$ cat config.mk
export PLATFORM = sky130hd
export DESIGN_NAME = cache_trace_feeder_flat
export DESIGN_NICKNAME = d
export VERILOG_FILES = /design/src/rtl/cache_trace_feeder_if.sv /design/src/rtl/cache_trace_feeder.sv /design/src/flat_wrapper.sv
export SDC_FILE = /design/constraint.sdc
export NUM_CORES = 1
export LEC_CHECK = 0
export ABC_AREA = 1
export BUFFER_PORTS_ARGS = -buffer_cell sky130_fd_sc_hd__buf_2
export CAP_MARGIN = 30
export CORE_MARGIN = 1.5
export CORE_UTILIZATION = 58
export CTS_CLUSTER_SIZE = 40
export DETAILED_ROUTE_END_ITERATION = 12
export PLACE_DENSITY = 0.86
export SLEW_MARGIN = 20
export SYNTH_ARGS = -nofsm -noshare
export SYNTH_HDL_FRONTEND = slang
export SYNTH_SLANG_ARGS = --single-unit
$ cat constraint.sdc
create_clock -name clk -period 6.3 [get_ports clk]
set_clock_uncertainty 0.05 [all_clocks]
set_input_delay 0.315 -clock clk [delete_from_list [all_inputs] [get_ports clk]]
set_output_delay 0.315 -clock clk [all_outputs]
set_load 0.02 [all_outputs]
$ cat src/rtl/cache_trace_feeder_if.sv
// Bundles the upstream trace handshake, the cache issue handshake and the status counters
// of cache_trace_feeder into one interface.
interface cache_trace_feeder_if #(
  parameter int ADDR_W = 48,
  parameter int CNT_W  = 18
);
  logic              enable;
  logic              in_valid;
  logic [7:0]        in_op;
  logic [ADDR_W-1:0] in_addr;
  logic              in_last;
  logic              in_ready;
  logic              cache_valid;
  logic [ADDR_W-1:0] cache_addr;
  logic [7:0]        cache_op;
  logic              cache_ready;
  logic [CNT_W-1:0]  issued_reads;
  logic [CNT_W-1:0]  issued_writes;
  logic [CNT_W-1:0]  bad_ops;
  logic              done;

  modport slave (
    input  enable, in_valid, in_op, in_addr, in_last, cache_ready,
    output in_ready, cache_valid, cache_addr, cache_op,
    output issued_reads, issued_writes, bad_ops, done
  );

  modport master (
    output enable, in_valid, in_op, in_addr, in_last, cache_ready,
    input  in_ready, cache_valid, cache_addr, cache_op,
    input  issued_reads, issued_writes, bad_ops, done
  );
endinterface

$ cat src/rtl/cache_trace_feeder.sv
// Buffers ASCII-op trace records in a small FIFO, normalizes them to 'R'/'W' and issues
// them to a cache through a stall-safe output register, with saturating event counters.
module cache_trace_feeder #(
  parameter int FIFO_DEPTH = 4,
  parameter int ADDR_W     = 48,
  parameter int CNT_W      = 18
) (
  input logic              clk,
  input logic              reset,
  cache_trace_feeder_if.slave bus
);
  localparam int PTR_W = (FIFO_DEPTH > 2) ? $clog2(FIFO_DEPTH) : 1;
  localparam logic [PTR_W:0]   DEPTH_C    = (PTR_W + 1)'(FIFO_DEPTH);
  localparam logic [PTR_W:0]   COUNT_ZERO = {(PTR_W + 1){1'b0}};
  localparam logic [PTR_W:0]   COUNT_ONE  = (PTR_W + 1)'(1);
  localparam logic [PTR_W-1:0] PTR_ZERO   = {PTR_W{1'b0}};
  localparam logic [PTR_W-1:0] PTR_ONE    = PTR_W'(1);
  localparam logic [CNT_W-1:0] CNT_ZERO   = {CNT_W{1'b0}};
  localparam logic [CNT_W-1:0] CNT_ONE    = CNT_W'(1);
  localparam logic [CNT_W-1:0] CNT_MAX    = {CNT_W{1'b1}};
  localparam logic [7:0] OP_R  = 8'h52;
  localparam logic [7:0] OP_W  = 8'h57;
  localparam logic [7:0] OP_RL = 8'h72;
  localparam logic [7:0] OP_WL = 8'h77;

  typedef enum logic [1:0] {
    S_IDLE = 2'd0,
    S_RUN  = 2'd1,
    S_DONE = 2'd2
  } state_t;

  state_t state_q, state_d;

  logic [ADDR_W-1:0]     addr_mem_q [FIFO_DEPTH];
  logic [FIFO_DEPTH-1:0] wr_mem_q;
  logic [PTR_W-1:0]      wr_ptr_q, wr_ptr_d, rd_ptr_q, rd_ptr_d;
  logic [PTR_W:0]        count_q, count_d;
  logic                  last_q, last_d;
  logic                  cv_q, cv_d;
  logic [ADDR_W-1:0]     caddr_q, caddr_d;
  logic [7:0]            cop_q, cop_d;
  logic [CNT_W-1:0]      rd_cnt_q, rd_cnt_d, wr_cnt_q, wr_cnt_d, bad_cnt_q, bad_cnt_d;

  logic in_ready_s, accept_s, op_rd_s, op_wr_s, push_s, pop_s, issue_s;

  function automatic logic [CNT_W-1:0] sat_inc(input logic [CNT_W-1:0] v);
    return (v == CNT_MAX) ? v : v + CNT_ONE;
  endfunction

  // Ready depends on registered occupancy only; a same-cycle pop never frees a slot early.
  assign in_ready_s = !reset && (count_q < DEPTH_C) && (state_q != S_DONE);

  assign bus.in_ready      = in_ready_s;
  assign bus.cache_valid   = cv_q;
  assign bus.cache_addr    = caddr_q;
  assign bus.cache_op      = cop_q;
  assign bus.issued_reads  = rd_cnt_q;
  assign bus.issued_writes = wr_cnt_q;
  assign bus.bad_ops       = bad_cnt_q;
  assign bus.done          = (state_q == S_DONE);

  // Datapath next state: FIFO pointers and occupancy, output register and counters.
  always_comb begin
    op_rd_s  = (bus.in_op == OP_R) || (bus.in_op == OP_RL);
    op_wr_s  = (bus.in_op == OP_W) || (bus.in_op == OP_WL);
    accept_s = bus.in_valid && in_ready_s;
    push_s   = accept_s && (op_rd_s || op_wr_s);
    issue_s  = cv_q && bus.cache_ready;
    pop_s    = (state_q == S_RUN) && (count_q != COUNT_ZERO) && (!cv_q || bus.cache_ready);

    wr_ptr_d = push_s ? (wr_ptr_q + PTR_ONE) : wr_ptr_q;
    rd_ptr_d = pop_s ? (rd_ptr_q + PTR_ONE) : rd_ptr_q;

    case ({push_s, pop_s})
      2'b10:   count_d = count_q + COUNT_ONE;
      2'b01:   count_d = count_q - COUNT_ONE;
      default: count_d = count_q;
    endcase

    if (pop_s) begin
      cv_d    = 1'b1;
      caddr_d = addr_mem_q[rd_ptr_q];
      cop_d   = wr_mem_q[rd_ptr_q] ? OP_W : OP_R;
    end else if (issue_s) begin
      cv_d    = 1'b0;
      caddr_d = caddr_q;
      cop_d   = cop_q;
    end else begin
      cv_d    = cv_q;
      caddr_d = caddr_q;
      cop_d   = cop_q;
    end

    if (issue_s && (cop_q == OP_W)) begin
      wr_cnt_d = sat_inc(wr_cnt_q);
      rd_cnt_d = rd_cnt_q;
    end else if (issue_s) begin
      wr_cnt_d = wr_cnt_q;
      rd_cnt_d = sat_inc(rd_cnt_q);
    end else begin
      wr_cnt_d = wr_cnt_q;
      rd_cnt_d = rd_cnt_q;
    end

    if (accept_s && !(op_rd_s || op_wr_s)) begin
      bad_cnt_d = sat_inc(bad_cnt_q);
    end else begin
      bad_cnt_d = bad_cnt_q;
    end
  end

  // Control FSM next state and the sticky last-record flag.
  always_comb begin
    state_d = state_q;
    if (accept_s && bus.in_last) begin
      last_d = 1'b1;
    end else begin
      last_d = last_q;
    end
    case (state_q)
      S_IDLE: begin
        if (bus.enable) begin
          state_d = S_RUN;
        end else begin
          state_d = S_IDLE;
        end
      end
      S_RUN: begin
        if (!bus.enable) begin
          state_d = S_IDLE;
        end else if (last_q && (count_d == COUNT_ZERO) && !cv_d) begin
          state_d = S_DONE;
        end else begin
          state_d = S_RUN;
        end
      end
      S_DONE: begin
        if (!bus.enable) begin
          state_d = S_IDLE;
          last_d  = 1'b0;
        end else begin
          state_d = S_DONE;
        end
      end
      default: begin
        state_d = S_IDLE;
      end
    endcase
  end

  // FIFO storage; contents are don't-care until the pointers say otherwise.
  always_ff @(posedge clk) begin
    if (push_s) begin
      addr_mem_q[wr_ptr_q] <= bus.in_addr;
      wr_mem_q[wr_ptr_q]   <= op_wr_s;
    end
  end

  // Control and output state with asynchronous reset.
  always_ff @(posedge clk or posedge reset) begin
    if (reset) begin
      state_q   <= S_IDLE;
      wr_ptr_q  <= PTR_ZERO;
      rd_ptr_q  <= PTR_ZERO;
      count_q   <= COUNT_ZERO;
      last_q    <= 1'b0;
      cv_q      <= 1'b0;
      caddr_q   <= {ADDR_W{1'b0}};
      cop_q     <= 8'h00;
      rd_cnt_q  <= CNT_ZERO;
      wr_cnt_q  <= CNT_ZERO;
      bad_cnt_q <= CNT_ZERO;
    end else begin
      state_q   <= state_d;
      wr_ptr_q  <= wr_ptr_d;
      rd_ptr_q  <= rd_ptr_d;
      count_q   <= count_d;
      last_q    <= last_d;
      cv_q      <= cv_d;
      caddr_q   <= caddr_d;
      cop_q     <= cop_d;
      rd_cnt_q  <= rd_cnt_d;
      wr_cnt_q  <= wr_cnt_d;
      bad_cnt_q <= bad_cnt_d;
    end
  end
endmodule

$ cat src/flat_wrapper.sv
// flat-port wrapper written by rule: the top's interface ports become plain ports
module cache_trace_feeder_flat 
#(
  parameter int FIFO_DEPTH = 4,
  parameter int ADDR_W     = 48,
  parameter int CNT_W      = 18
)
  (clk, reset, bus_enable, bus_in_valid, bus_in_op, bus_in_addr, bus_in_last, bus_cache_ready, bus_in_ready, bus_cache_valid, bus_cache_addr, bus_cache_op, bus_issued_reads, bus_issued_writes, bus_bad_ops, bus_done);
  cache_trace_feeder_if #(.ADDR_W(ADDR_W), .CNT_W(CNT_W)) bus_i ();
  input logic clk;
  input logic reset;
  input wire logic [$bits(bus_i.enable)-1:0] bus_enable;
  input wire logic [$bits(bus_i.in_valid)-1:0] bus_in_valid;
  input wire logic [$bits(bus_i.in_op)-1:0] bus_in_op;
  input wire logic [$bits(bus_i.in_addr)-1:0] bus_in_addr;
  input wire logic [$bits(bus_i.in_last)-1:0] bus_in_last;
  input wire logic [$bits(bus_i.cache_ready)-1:0] bus_cache_ready;
  output wire logic [$bits(bus_i.in_ready)-1:0] bus_in_ready;
  output wire logic [$bits(bus_i.cache_valid)-1:0] bus_cache_valid;
  output wire logic [$bits(bus_i.cache_addr)-1:0] bus_cache_addr;
  output wire logic [$bits(bus_i.cache_op)-1:0] bus_cache_op;
  output wire logic [$bits(bus_i.issued_reads)-1:0] bus_issued_reads;
  output wire logic [$bits(bus_i.issued_writes)-1:0] bus_issued_writes;
  output wire logic [$bits(bus_i.bad_ops)-1:0] bus_bad_ops;
  output wire logic [$bits(bus_i.done)-1:0] bus_done;
  assign bus_i.enable = bus_enable;
  assign bus_i.in_valid = bus_in_valid;
  assign bus_i.in_op = bus_in_op;
  assign bus_i.in_addr = bus_in_addr;
  assign bus_i.in_last = bus_in_last;
  assign bus_i.cache_ready = bus_cache_ready;
  assign bus_in_ready = bus_i.in_ready;
  assign bus_cache_valid = bus_i.cache_valid;
  assign bus_cache_addr = bus_i.cache_addr;
  assign bus_cache_op = bus_i.cache_op;
  assign bus_issued_reads = bus_i.issued_reads;
  assign bus_issued_writes = bus_i.issued_writes;
  assign bus_bad_ops = bus_i.bad_ops;
  assign bus_done = bus_i.done;
  cache_trace_feeder #(.FIFO_DEPTH(FIFO_DEPTH), .ADDR_W(ADDR_W), .CNT_W(CNT_W)) u_core (.clk(clk), .reset(reset), .bus(bus_i));
endmodule
==> impl_metrics.toml, run 1 <==
[power]
total_power_mw = 6.68
power_density_mw_per_mm2 = 418
leakagePower_nw = 6.63
peakVddDrop_mv = 0.392

[routing]
routedWlPerCell_um = 16.7
firstDrtPassIters = 5
detailedRoute.firstIterationViolations = 632
detail_route.wirelength_mm = 30.0
drt-vias-per-instance = 5.42
route.detailed.drc = 0
route.vias.total = 9720
drtAntennaViolNets = 0

[final_layout]
n_antenna_cell = 0
finish.instance_area_mm2 = 0.0160
syn2layout_area_growth_pct = 21.2
nFillCells = 1553
final_net_count = 1554
final_layout_size_suffix_gt1_share_pct = 17.8

[timing]
worstMarginPinSlew_ns = 0.926
worst_hold_slack_ns = 0.0676
final.period_utilization_pct = 51.7
slew-limit-headroom_pct = 38.3
final.min_clock_period_ns = 3.26
smallest_setup_slack_after_layout_ns = 3.04
rsz0062_at_grt = "no"
fmax_mhz = 307
setup-tns-final_ns = 0
finalSetupViolCount = 0
timing.final.hold_violations = 0
slew_violations = 0

[flow_run]
cap_violations = 0

[logic_synthesis]
syn_inst = 1269
postSynthRegisterBits = 311
synth_area_mm2 = 0.0132
synth_sequential_area_ratio_pct = 66.4
yosysUniqueCellTypes = 40
mean_area_per_synthesized_cell_um2 = 10.4
synth-edff-count = 196
synthFlopType = "sky130_fd_sc_hd__edfxtp_1"
yosysWarnings = 0
async_flop_share_pct = 37.0

[outcome]
run_status = "finished clean"

[critical_path]
regToRegStartpoint = "u_core.state_q[1]$_DFF_PP0_"
worst-r2r-cell-count = 6
timing_worst_setup_path_type = "in2reg"
setup.worst_path.start_class = "primary input"
critical_path_peak_fanout = 48
crit-reg2reg-capture = "u_core.addr_mem_q[3][15]$_DFFE_PP_"
cp_data_arrival_time_ns = 3.41
timing.reg2reg.setup_slack_ns = 3.51
critical_path.endpoint_type = "flop"
cp.required_ns = 6.45

[clocking]
clk_latency_ns = 0.57
clock_tree_from_tritoncts = "built"
total_number_of_clock_tree_sinks = 311
tritoncts.num_buffers = 31
cts.htree.levels = 1
clk_pin_slew_ns = 0.06
cts_resized = 0
clock_path_buffers = 3
cts-root-buf = "sky130_fd_sc_hd__clkbuf_16"

[placement]
finalWeightedCongestion = 0.917
dpl_cell_area_mm2 = 0.0143
dp_worst_setup_slack_ns = 2.96
hpwl_mm = 17.0
buffer_ports.inserted = 170

[global_route]
grtUsageTotal_pct = 25.5
gr-total-overflow = 0
number_of_global_route_vias_before_repair = 9728
grt_first_pass_wirelength_mm = 47.9
largest_net_degree_at_the_start_of_global_routing = 100
grt_antenna_before_repair = 0

[min_path]
hold_path.class = "in2reg"
min_delay_worst_endpoint = "u_core.bus.cache_valid$_DFF_PP0_"
whs_path_depth = 4
hold_start = "bus_cache_ready"

[floorplanning]
io_pins = 175
start_util_pct = 58.7
placement_rows = 55
die_height_um = 154
design.core.area_mm2 = 0.0225
die_w_um = 154
fp.dieArea_mm2 = 0.0237
-- placed cells by master, fill, tap and decap left out, drive strengths merged, types with 2 or more instances in the layout --
cell type / instances
bufinv: 8
ha: 8
nand3: 26
xnor2: 22
nand3b: 6
edfxtp: 196
a31oi: 48
and2: 3
clkbuf: 37
a21oi: 4
nand4: 4
buf: 182
conb: 3
clkinvlp: 2
clkinv: 12
dfrtp: 115
nand2: 265
xor2: 15
nor3: 4
a21boi: 2
inv: 61
dlygate4sd3: 51
o21ai: 116
nor2: 316
-- how the worst max path moves through the flow --
| stage | from | to | slack, ns | cells past startpoint |
|---|---|---|---|---|
| global placement | reset | u_core.addr_mem_q[3][22]$_DFFE_PP_ | 3.00 | 7 |
| CTS | reset | u_core.addr_mem_q[3][14]$_DFFE_PP_ | 3.00 | 8 |
| floorplan | reset | u_core.addr_mem_q[0][0]$_DFFE_PP_ | 0.27 | 5 |
| global route | reset | u_core.state_q[1]$_DFF_PP0_ | 2.73 | 15 |
| finish | reset | u_core.addr_mem_q[3][15]$_DFFE_PP_ | 3.04 | 8 |
| detailed placement | reset | u_core.addr_mem_q[3][22]$_DFFE_PP_ | 2.96 | 7 |
-- layout make-up --
type | instances | area (µm²) | area share, %
timing repair buffer | 233 | 1530 | 9.56
tap | 285 | 357 | 2.23
sequential | 311 | 8770 | 54.8
clock inverter | 21 | 324 | 2.03
inverter | 62 | 236 | 1.48
multi-input combinational | 844 | 3960 | 24.7
clock buffer | 37 | 828 | 5.18
-- critical path, cell delays in order --
cell and delay [ns]:
sky130_fd_sc_hd__dlygate4sd3_1 0.54, sky130_fd_sc_hd__buf_2 0.14, sky130_fd_sc_hd__inv_4 0.45, sky130_fd_sc_hd__nand3_1 0.18
sky130_fd_sc_hd__nor2_1 0.23, sky130_fd_sc_hd__nand2_1 0.38, sky130_fd_sc_hd__nor2_4 0.61, sky130_fd_sc_hd__buf_4 0.56
-- routing by layer --
layer  up-vias  part of all wire (%)  global-route usage (%)
met1      4643                    38                    31.5
li1       4641                     -                       -
met3        69                   7.1                    4.43
met4         0                   2.8                    8.18
met2       367                    52                    45.7
met5         -                     0                       0
-- logic make-up (layout without fill, tap and decap cells) --
group / count (synthesis) / in the layout / share of synthesized area, %
AND/OR/NAND/NOR: 624 / 624 / 19.2
other: 1 / 3 / 0.0284
buffers and inverters: 116 / 353 / 3.94
XOR/XNOR: 37 / 37 / 2.45
AO/OA/AOI/OAI: 171 / 171 / 7.13
flip-flops: 311 / 311 / 66.4
adder cells (fa/ha/maj): 9 / 9 / 0.910
-- report_power, final --
part	switching [mW]	leakage, nW	internal [mW]
Clock	0.781	0.561	1.27
Combinational	1.25	2.89	0.663
Sequential	0.308	3.17	2.42
-- state kept, by name (all words and copies together) (netlist names) --
signal                    cells
u_core.bus.cache_valid        1
u_core.wr_ptr_q               2
u_core.addr_mem_q           192
u_core.bus.cache_op           2
u_core.last_q                 1
u_core.bus.issued_writes     18
u_core.rd_ptr_q               2
u_core.wr_mem_q               4
u_core.count_q                3
u_core.bus.issued_reads      18
u_core.bus.cache_addr        48
u_core.bus.bad_ops           18
u_core.state_q                2
-- cell usage after synthesis, types with 14 or more instances --
library cell               number  area, µm²
sky130_fd_sc_hd__inv_1         55        206
sky130_fd_sc_hd__edfxtp_1     196       5890
sky130_fd_sc_hd__a31oi_1       48        300
sky130_fd_sc_hd__dfrtp_1      115       2880
sky130_fd_sc_hd__buf_2         16       80.1
sky130_fd_sc_hd__nand3_1       25        125
sky130_fd_sc_hd__xor2_1        15        131
sky130_fd_sc_hd__xnor2_1       22        193
sky130_fd_sc_hd__nor2_1       309       1160
sky130_fd_sc_hd__nand2_1      257        965
sky130_fd_sc_hd__o21ai_0      101        505
sky130_fd_sc_hd__o21ai_1       14       70.1
sky130_fd_sc_hd__clkbuf_1      20       75.1
-- timing repair --
action / 4_1_cts / 5_1_grt
endpoints found under the hold margin: 240 / 0
hold buffers: 51 / 0
buffers inserted: 0 / 0
setup endpoints to repair: 0 / 0
-- through the flow --
| stage | utilization [%] | cells |
|---|---|---|
| CTS | 71.0 | 1792 |
| floorplan | - | 1271 |
| global route | 71.1 | 1793 |
| detailed placement | 63.6 | 1683 |
| global placement | 63.2 | 1679 |
| finish | 71.1 | 1793 |
No activity file was read; power rests on OpenSTA's default activity.
==> run 2: changes to the inputs <==
==> constraint.sdc (replaced) <==
create_clock -name clk -period 3.4 [get_ports clk]
set_clock_uncertainty 0.05 [all_clocks]
set_input_delay 0.17 -clock clk [delete_from_list [all_inputs] [get_ports clk]]
set_output_delay 0.17 -clock clk [all_outputs]
set_load 0.02 [all_outputs]
==> run 2 against run 1 <==
  * Die area did not move
  * Clock power is 76% higher
  * Cell area about the same
  * Global-route usage down 0.79 points
  * Worst setup slack got worse by 2.0 ns
  * Critical path type is now reg2reg
  * Largest cell class unchanged
==> impl_metrics.toml, run 2 (synthesis gave the netlist of run 1 again) <==
[outcome]
run_status = "finished clean"

[power]
switching_share_of_power_pct = 35.6
power.share.combinational_pct = 29.6
power_switching_mw = 4.31
intPower_mw = 7.81
power_density_mw_per_mm2 = 758
leakagePower_nw = 6.62
peakVddDrop_mv = 0.572
clock_power_share_pct = 29.7
share_seq_of_total_power_pct = 40.6

[timing]
final.min_clock_period_ns = 2.35
smallest_setup_slack_after_layout_ns = 1.05
worstMarginPinSlew_ns = 0.856
timing.final.hold_violations = 0
fmax_mhz = 426
worst_hold_slack_ns = 0.0117
finalSetupViolCount = 0
rsz0062_at_grt = "no"
slew-limit-headroom_pct = 42.9
slew_violations = 0
final.period_utilization_pct = 69.0

[global_route]
met1_usage_pct = 30.2
largest_net_degree_at_the_start_of_global_routing = 100
met3_grt_util_pct = 4.62
gr-total-overflow = 0
groute.layer.met2.usage_pct = 44.2
grt_first_pass_wirelength_mm = 46.7
number_of_global_route_vias_before_repair = 9653
gr-max-usage-layer = "met2"
grt_antenna_before_repair = 0
grtUsageTotal_pct = 24.7

[final_layout]
largest_register_ff_count = 192
post-route-util_pct = 71.0
final_layout_size_suffix_gt1_share_pct = 18.5
syn2layout_area_growth_pct = 21.1
most-common-layout-cells = "sky130_fd_sc_hd__nor2_1 (304), sky130_fd_sc_hd__nand2_1 (256), sky130_fd_sc_hd__edfxtp_1 (196)"
regMostFlops = "u_core.addr_mem_q"
layout_commonest_cell = "sky130_fd_sc_hd__nor2_1"
final_net_count = 1560

[clocking]
tritoncts.num_buffers = 31
clock_path_buffers = 3
clk_latency_ns = 0.56
cts_hold_buffers = 52
total_number_of_clock_tree_sinks = 311
cts-root-buf = "sky130_fd_sc_hd__clkbuf_16"
clock_tree_from_tritoncts = "built"
clk_pin_slew_ns = 0.06
postCtsSetupBuffers = 0
cts_resized = 0
cts.htree.levels = 1

[flow_run]
cap_violations = 0

[placement]
dp_worst_setup_slack_ns = 1.05
hpwl_mm = 17.0
finalWeightedCongestion = 0.899
buffer_ports.inserted = 170

[floorplanning]
fp.dieArea_mm2 = 0.0237
die_height_um = 154
design.core.area_mm2 = 0.0225
start_util_pct = 58.7
placement_rows = 55
die_w_um = 154
io_pins = 175

[routing]
drtAntennaViolNets = 0
firstDrtPassIters = 5
detailedRoute.firstIterationViolations = 659
routedWlPerCell_um = 16.2
detail_route.wirelength_mm = 29.2
route.vias.total = 9894
route.detailed.drc = 0
drt-vias-per-instance = 5.50

[min_path]
hold_path.class = "in2reg"
hold_start = "bus_in_valid"

[critical_path]
cp-startpoint = "u_core.state_q[1]$_DFF_PP0_"
setup.worst_path.start_class = "flop"
timing_worst_setup_path_type = "reg2reg"
regToRegStartpoint = "u_core.state_q[1]$_DFF_PP0_"
cp_data_arrival_time_ns = 2.77
critical_path.endpoint_type = "flop"
critical_path_peak_fanout = 8
cp.required_ns = 3.83
run 2: worst max-delay path, cell delays in order (launching register included):
cell and delay [ns]:
sky130_fd_sc_hd__dfrtp_1 0.40, sky130_fd_sc_hd__nand2_1 0.10, sky130_fd_sc_hd__nand3_1 0.11, sky130_fd_sc_hd__nor2_2 0.19, sky130_fd_sc_hd__nand2_4 0.16, sky130_fd_sc_hd__ha_2 0.22
sky130_fd_sc_hd__inv_1 0.08, sky130_fd_sc_hd__fa_1 0.42, sky130_fd_sc_hd__o21ai_0 0.23, sky130_fd_sc_hd__inv_1 0.06, sky130_fd_sc_hd__nand2_1 0.06, sky130_fd_sc_hd__nor2_1 0.04
sky130_fd_sc_hd__a21boi_0 0.15
run 2: layout make-up:
class                   instances  area, µm²
clock inverters                21        256
flip-flops and latches        311       8770
fillers                      1546       6520
clock buffers                  37        838
diodes                          1       2.50
well taps                     285        357
multi-input cells             844       3970
inverters                      62        238
repair buffers                239       1560
run 2: power by group through the flow:
stage / Clock (mW) / Sequential, mW / Combinational, mW
after floorplan: 0 / 5.30 / 2.09
after global placement: 0 / 4.96 / 3.33
after detailed placement: 0 / 4.98 / 3.46
after CTS: 3.64 / 4.92 / 3.55
after global routing: 3.80 / 4.98 / 3.98
final: 3.61 / 4.92 / 3.60
run 2: path summary, 6_finish.rpt:
kind | end | slack [ns] | cells past startpoint
setup / recovery | u_core.state_q[0]$_DFF_PP0_ | 1.05 | 12
hold / removal | u_core.last_q$_DFF_PP0_ | 0.01 | 5
setup reg to reg | u_core.state_q[0]$_DFF_PP0_ | 1.05 | 12
hold reg to reg | u_core.count_q[0]$_DFF_PP0_ | 0.45 | 1
max in group asynchronous | u_core.rd_ptr_q[0]$_DFFE_PP0P_ | 1.84 | 6
min in group asynchronous | u_core.bus.issued_writes[1]$_DFFE_PP0P_ | 0.38 | 4
run 2: layer usage:
layer  up-vias  part of all wire, %
met5         -                    0
met4         0                  2.4
met1      4734                   39
li1       4671                    -
met2       429                   50
met3        60                  8.2
run 2: stage by stage:
| step | power, mW | cells | TNS, ns | area, µm² |
|---|---|---|---|---|
| 2_1_floorplan | 7.39 | 1271 | -69.27 | 13200 |
| 3_3_place_gp | 8.29 | 1687 | 0 | 14300 |
| 3_5_place_dp | 8.44 | 1687 | 0 | 14300 |
| 4_1_cts | 12.1 | 1797 | 0 | 15900 |
| 5_1_grt | 12.8 | 1799 | 0 | 16000 |
| 6_report | 12.1 | 1800 | 0 | 16000 |
==> run 3: changes to the inputs <==
--- a/config.mk
+++ b/config.mk
@@ -5,14 +5,14 @@
 export SDC_FILE = /design/constraint.sdc
 export NUM_CORES = 1
 export LEC_CHECK = 0
-export ABC_AREA = 1
+export ABC_AREA = 0
 export BUFFER_PORTS_ARGS = -buffer_cell sky130_fd_sc_hd__buf_2
 export CAP_MARGIN = 30
 export CORE_MARGIN = 1.5
-export CORE_UTILIZATION = 58
+export CORE_UTILIZATION = 51
 export CTS_CLUSTER_SIZE = 40
 export DETAILED_ROUTE_END_ITERATION = 12
-export PLACE_DENSITY = 0.86
+export PLACE_DENSITY = 0.81
 export SLEW_MARGIN = 20
 export SYNTH_ARGS = -nofsm -noshare
 export SYNTH_HDL_FRONTEND = slang
==> constraint.sdc (replaced) <==
create_clock -name clk -period 1.95 [get_ports clk]
set_clock_uncertainty 0.05 [all_clocks]
set_input_delay 0.0975 -clock clk [delete_from_list [all_inputs] [get_ports clk]]
set_output_delay 0.0975 -clock clk [all_outputs]
set_load 0.02 [all_outputs]
==> run 3 against run 2 <==
  * The flow now finishes with violations (negative setup slack)
  * Flip-flop and latch count did not move
  * Cell area increased by 0.93%
  * Maximum frequency is 0.97% lower
  * Via count fell by 27%
  * Largest power group unchanged
  * Routed wire length decreased by 11%
  * First-iteration DRC count fell by 23%
  * Clock power is 74% higher
  * Critical path depth grew 2
  * Core utilization shrank 2.5 points
  * Combinational power increased by 57%
  * Clock-buffer cell count rose by 12
  * Worst setup slack worse by 1.5 ns
==> impl_metrics.toml, run 3 <==
[logic_synthesis]
yosysUniqueCellTypes = 51
synth_area_mm2 = 0.0123
postSynthRegisterBits = 311
synth_sequential_area_ratio_pct = 71.5
yosysWarnings = 0
synth_top_cell_area_share_pct = 48.0
synth_most_common_cell = "sky130_fd_sc_hd__edfxtp_1"
post_synth_main_area_contributors = "sky130_fd_sc_hd__edfxtp_1 (48%), sky130_fd_sc_hd__dfrtp_1 (23%), sky130_fd_sc_hd__mux4_2 (9.0%)"
mean_area_per_synthesized_cell_um2 = 18.0
synth_area_leader_cell = "sky130_fd_sc_hd__edfxtp_1"
synthFlopType = "sky130_fd_sc_hd__edfxtp_1"
async_flop_share_pct = 37.0
syn_inst = 682
synth-edff-count = 196
synth_common_cells = "sky130_fd_sc_hd__edfxtp_1 (196), sky130_fd_sc_hd__dfrtp_1 (115), sky130_fd_sc_hd__mux2_2 (56), sky130_fd_sc_hd__mux4_2 (49)"

[final_layout]
layout_commonest_cell = "sky130_fd_sc_hd__edfxtp_1"
combined_area_of_the_multi_input_logic_cells_mm2 = 0.00341
regMostFlops = "u_core.addr_mem_q"
n_antenna_cell = 0
nFillCells = 1545
syn2layout_area_growth_pct = 31.7
final-seq-area_mm2 = 0.00877
finish.instance_area_mm2 = 0.0161
final_net_count = 1077
most-common-layout-cells = "sky130_fd_sc_hd__edfxtp_1 (196), sky130_fd_sc_hd__buf_2 (170), sky130_fd_sc_hd__dfrtp_1 (110)"
layoutNonFillerInstCount = 1351
post-route-util_pct = 68.5
largest_register_ff_count = 192
final_layout_size_suffix_gt1_share_pct = 43.8

[clocking]
clock_path_buffers = 3
cts-root-buf = "sky130_fd_sc_hd__clkbuf_16"
total_number_of_clock_tree_sinks = 311
clock_tree_from_tritoncts = "built"
cts.htree.levels = 2
tritoncts.num_buffers = 34
clk_pin_slew_ns = 0.06
clk_latency_ns = 0.52

[power]
share_seq_of_total_power_pct = 41.4
leakagePower_nw = 6.43
clock_power_share_pct = 30.8
power_switching_mw = 6.10
power.share.combinational_pct = 27.8
intPower_mw = 14.3
power_density_mw_per_mm2 = 1260
peakVddDrop_mv = 1.00
switching_share_of_power_pct = 29.9

[critical_path]
crit_path_cell_trace = "nand2b_4, inv_6, nor4b_4, inv_2, nor2_4, inv_2, ha_4, inv_2, fa_1, nor2b_4, a21oi_2, nor3_2, nand3b_1, a21boi_1"
regToRegStartpoint = "u_core.state_q[1]$_DFF_PP0_"
crit-reg2reg-capture = "u_core.state_q[1]$_DFF_PP0_"
critPathSlowestCell = "sky130_fd_sc_hd__dfrtp_1"
critical_path_peak_fanout = 3
timing.critical_path.mode_cell = "sky130_fd_sc_hd__inv_2"
timing_worst_setup_path_type = "reg2reg"
worst-r2r-cell-count = 14
cp.required_ns = 2.30
critical_path.endpoint_type = "flop"
timing.reg2reg.setup_slack_ns = -0.42
crit_path_end = "u_core.state_q[1]$_DFF_PP0_"
cp_data_arrival_time_ns = 2.72
cp-startpoint = "u_core.state_q[1]$_DFF_PP0_"
setup.worst_path.start_class = "flop"
critical-path-max-stage-delay_ns = 0.42

[flow_run]
cap_violations = 0

[min_path]
hold_path.class = "in2reg"
whs_path_depth = 2

[timing]
worst_hold_slack_ns = 0.0334
slew-limit-headroom_pct = 44.5
final.min_clock_period_ns = 2.37
rsz0062_at_grt = "yes"
final.period_utilization_pct = 121
fmax_mhz = 422
setup-tns-final_ns = -17.82
smallest_setup_slack_after_layout_ns = -0.419
timing.final.hold_violations = 0
slew_violations = 0
worstMarginPinSlew_ns = 0.832
finalSetupViolCount = 229

[routing]
routedWlPerCell_um = 19.3
route.vias.total = 7239
detail_route.wirelength_mm = 26.1
detailedRoute.firstIterationViolations = 505
drt-vias-per-instance = 5.36
drtAntennaViolNets = 0
route.detailed.drc = 0
firstDrtPassIters = 5

[global_route]
gr-total-overflow = 0
largest_net_degree_at_the_start_of_global_routing = 92
grt_antenna_before_repair = 1
grt_first_pass_wirelength_mm = 40.1
number_of_global_route_vias_before_repair = 7562
grtUsageTotal_pct = 21.2

[placement]
dpl_cell_area_mm2 = 0.0142
dpl.cell_count = 1220
finalWeightedCongestion = 0.790
buffer_ports.inserted = 170
hpwl_mm = 15.7

[floorplanning]
die_height_um = 158
io_pins = 175
design.core.area_mm2 = 0.0235
fp.dieArea_mm2 = 0.0250
placement_rows = 56
start_util_pct = 52.0
die_w_um = 158

[outcome]
failing_checks = "negative setup slack"
run_status = "finished with violations"
==> run 3: cell type report <==
| type | count | share of cell area (%) |
|---|---|---|
| Clock inverter | 13 | 1.01 |
| Inverter | 20 | 0.520 |
| Multi-Input combinational cell | 328 | 21.2 |
| Sequential cell | 311 | 54.4 |
| Timing Repair Buffer | 311 | 14.6 |
| Clock buffer | 49 | 5.87 |
| Tap cell | 319 | 2.47 |
==> run 3: worst max-delay path: cells and delay by family (launching register included) <==
| kind | cells | cell delay, ns |
|---|---|---|
| and+or+nand+nor | 6 | 0.80 |
| DFF | 1 | 0.42 |
| adders and majority gates | 2 | 0.57 |
| AOI/OAI and AO/OA | 2 | 0.21 |
| buffers and inverters | 4 | 0.22 |
==> run 3: worst min path at each step <==
| stage | start | to | slack [ns] |
|---|---|---|---|
| floorplan | bus_in_addr[0] | u_core.addr_mem_q[0][0]$_DFFE_PP_ | 0.15 |
| global placement | bus_in_addr[10] | u_core.addr_mem_q[3][10]$_DFFE_PP_ | 0.26 |
| detailed placement | bus_in_addr[21] | u_core.addr_mem_q[2][21]$_DFFE_PP_ | 0.26 |
| CTS | bus_in_op[0] | u_core.wr_mem_q[2]$_DFFE_PP_ | 0.04 |
| global route | bus_in_op[0] | u_core.wr_mem_q[2]$_DFFE_PP_ | 0.03 |
| finish | bus_in_op[0] | u_core.wr_mem_q[2]$_DFFE_PP_ | 0.03 |
==> run 3: cell families after synthesis <==
group	after synthesis	synth area share (%)
and+or+nand+nor	139	6.49
adders and majority gates	9	0.981
DFF	311	71.5
xor gates and xnor gates	51	3.65
buffers and inverters	46	1.83
AOI/OAI and AO/OA	19	1.22
other	1	0.0306
muxes	106	14.3
==> run 3: power by group through the flow <==
stage	Sequential, mW	Combinational [mW]	Clock, mW
6_report	8.43	5.67	6.29
2_1_floorplan	9.28	2.76	0
3_3_place_gp	8.50	5.35	0
3_5_place_dp	8.52	5.49	0
4_1_cts	8.42	5.65	6.36
5_1_grt	8.54	6.11	6.65
==> run 3: metal layers <==
| metal | track usage (%) | vias up | part of all wire [%] |
|---|---|---|---|
| li1 | - | 3268 | - |
| met1 | 26.4 | 3645 | 40 |
| met2 | 36.6 | 272 | 51 |
| met3 | 5.37 | 52 | 7.2 |
| met4 | 6.14 | 2 | 2.2 |
| met5 | 0 | - | 0.042 |
==> run 3: repair_timing <==
item                                    in CTS  in global routing
setup buffers                               10                  3
hold endpoints to repair                   311                  0
pin swaps                                    5                  8
gates cloned                                 2                  3
hold buffers                                53                  0
gates resized for setup                      8                 17
endpoints found under the setup margin     223                275
==> run 3: through the flow <==
stage,power (mW),worst slack [ns]
floorplan,12.0,-0.493
global placement,13.8,-0.347
detailed placement,14.0,-0.516
CTS,20.4,-0.405
global route,21.3,-0.533
finish,20.4,-0.419
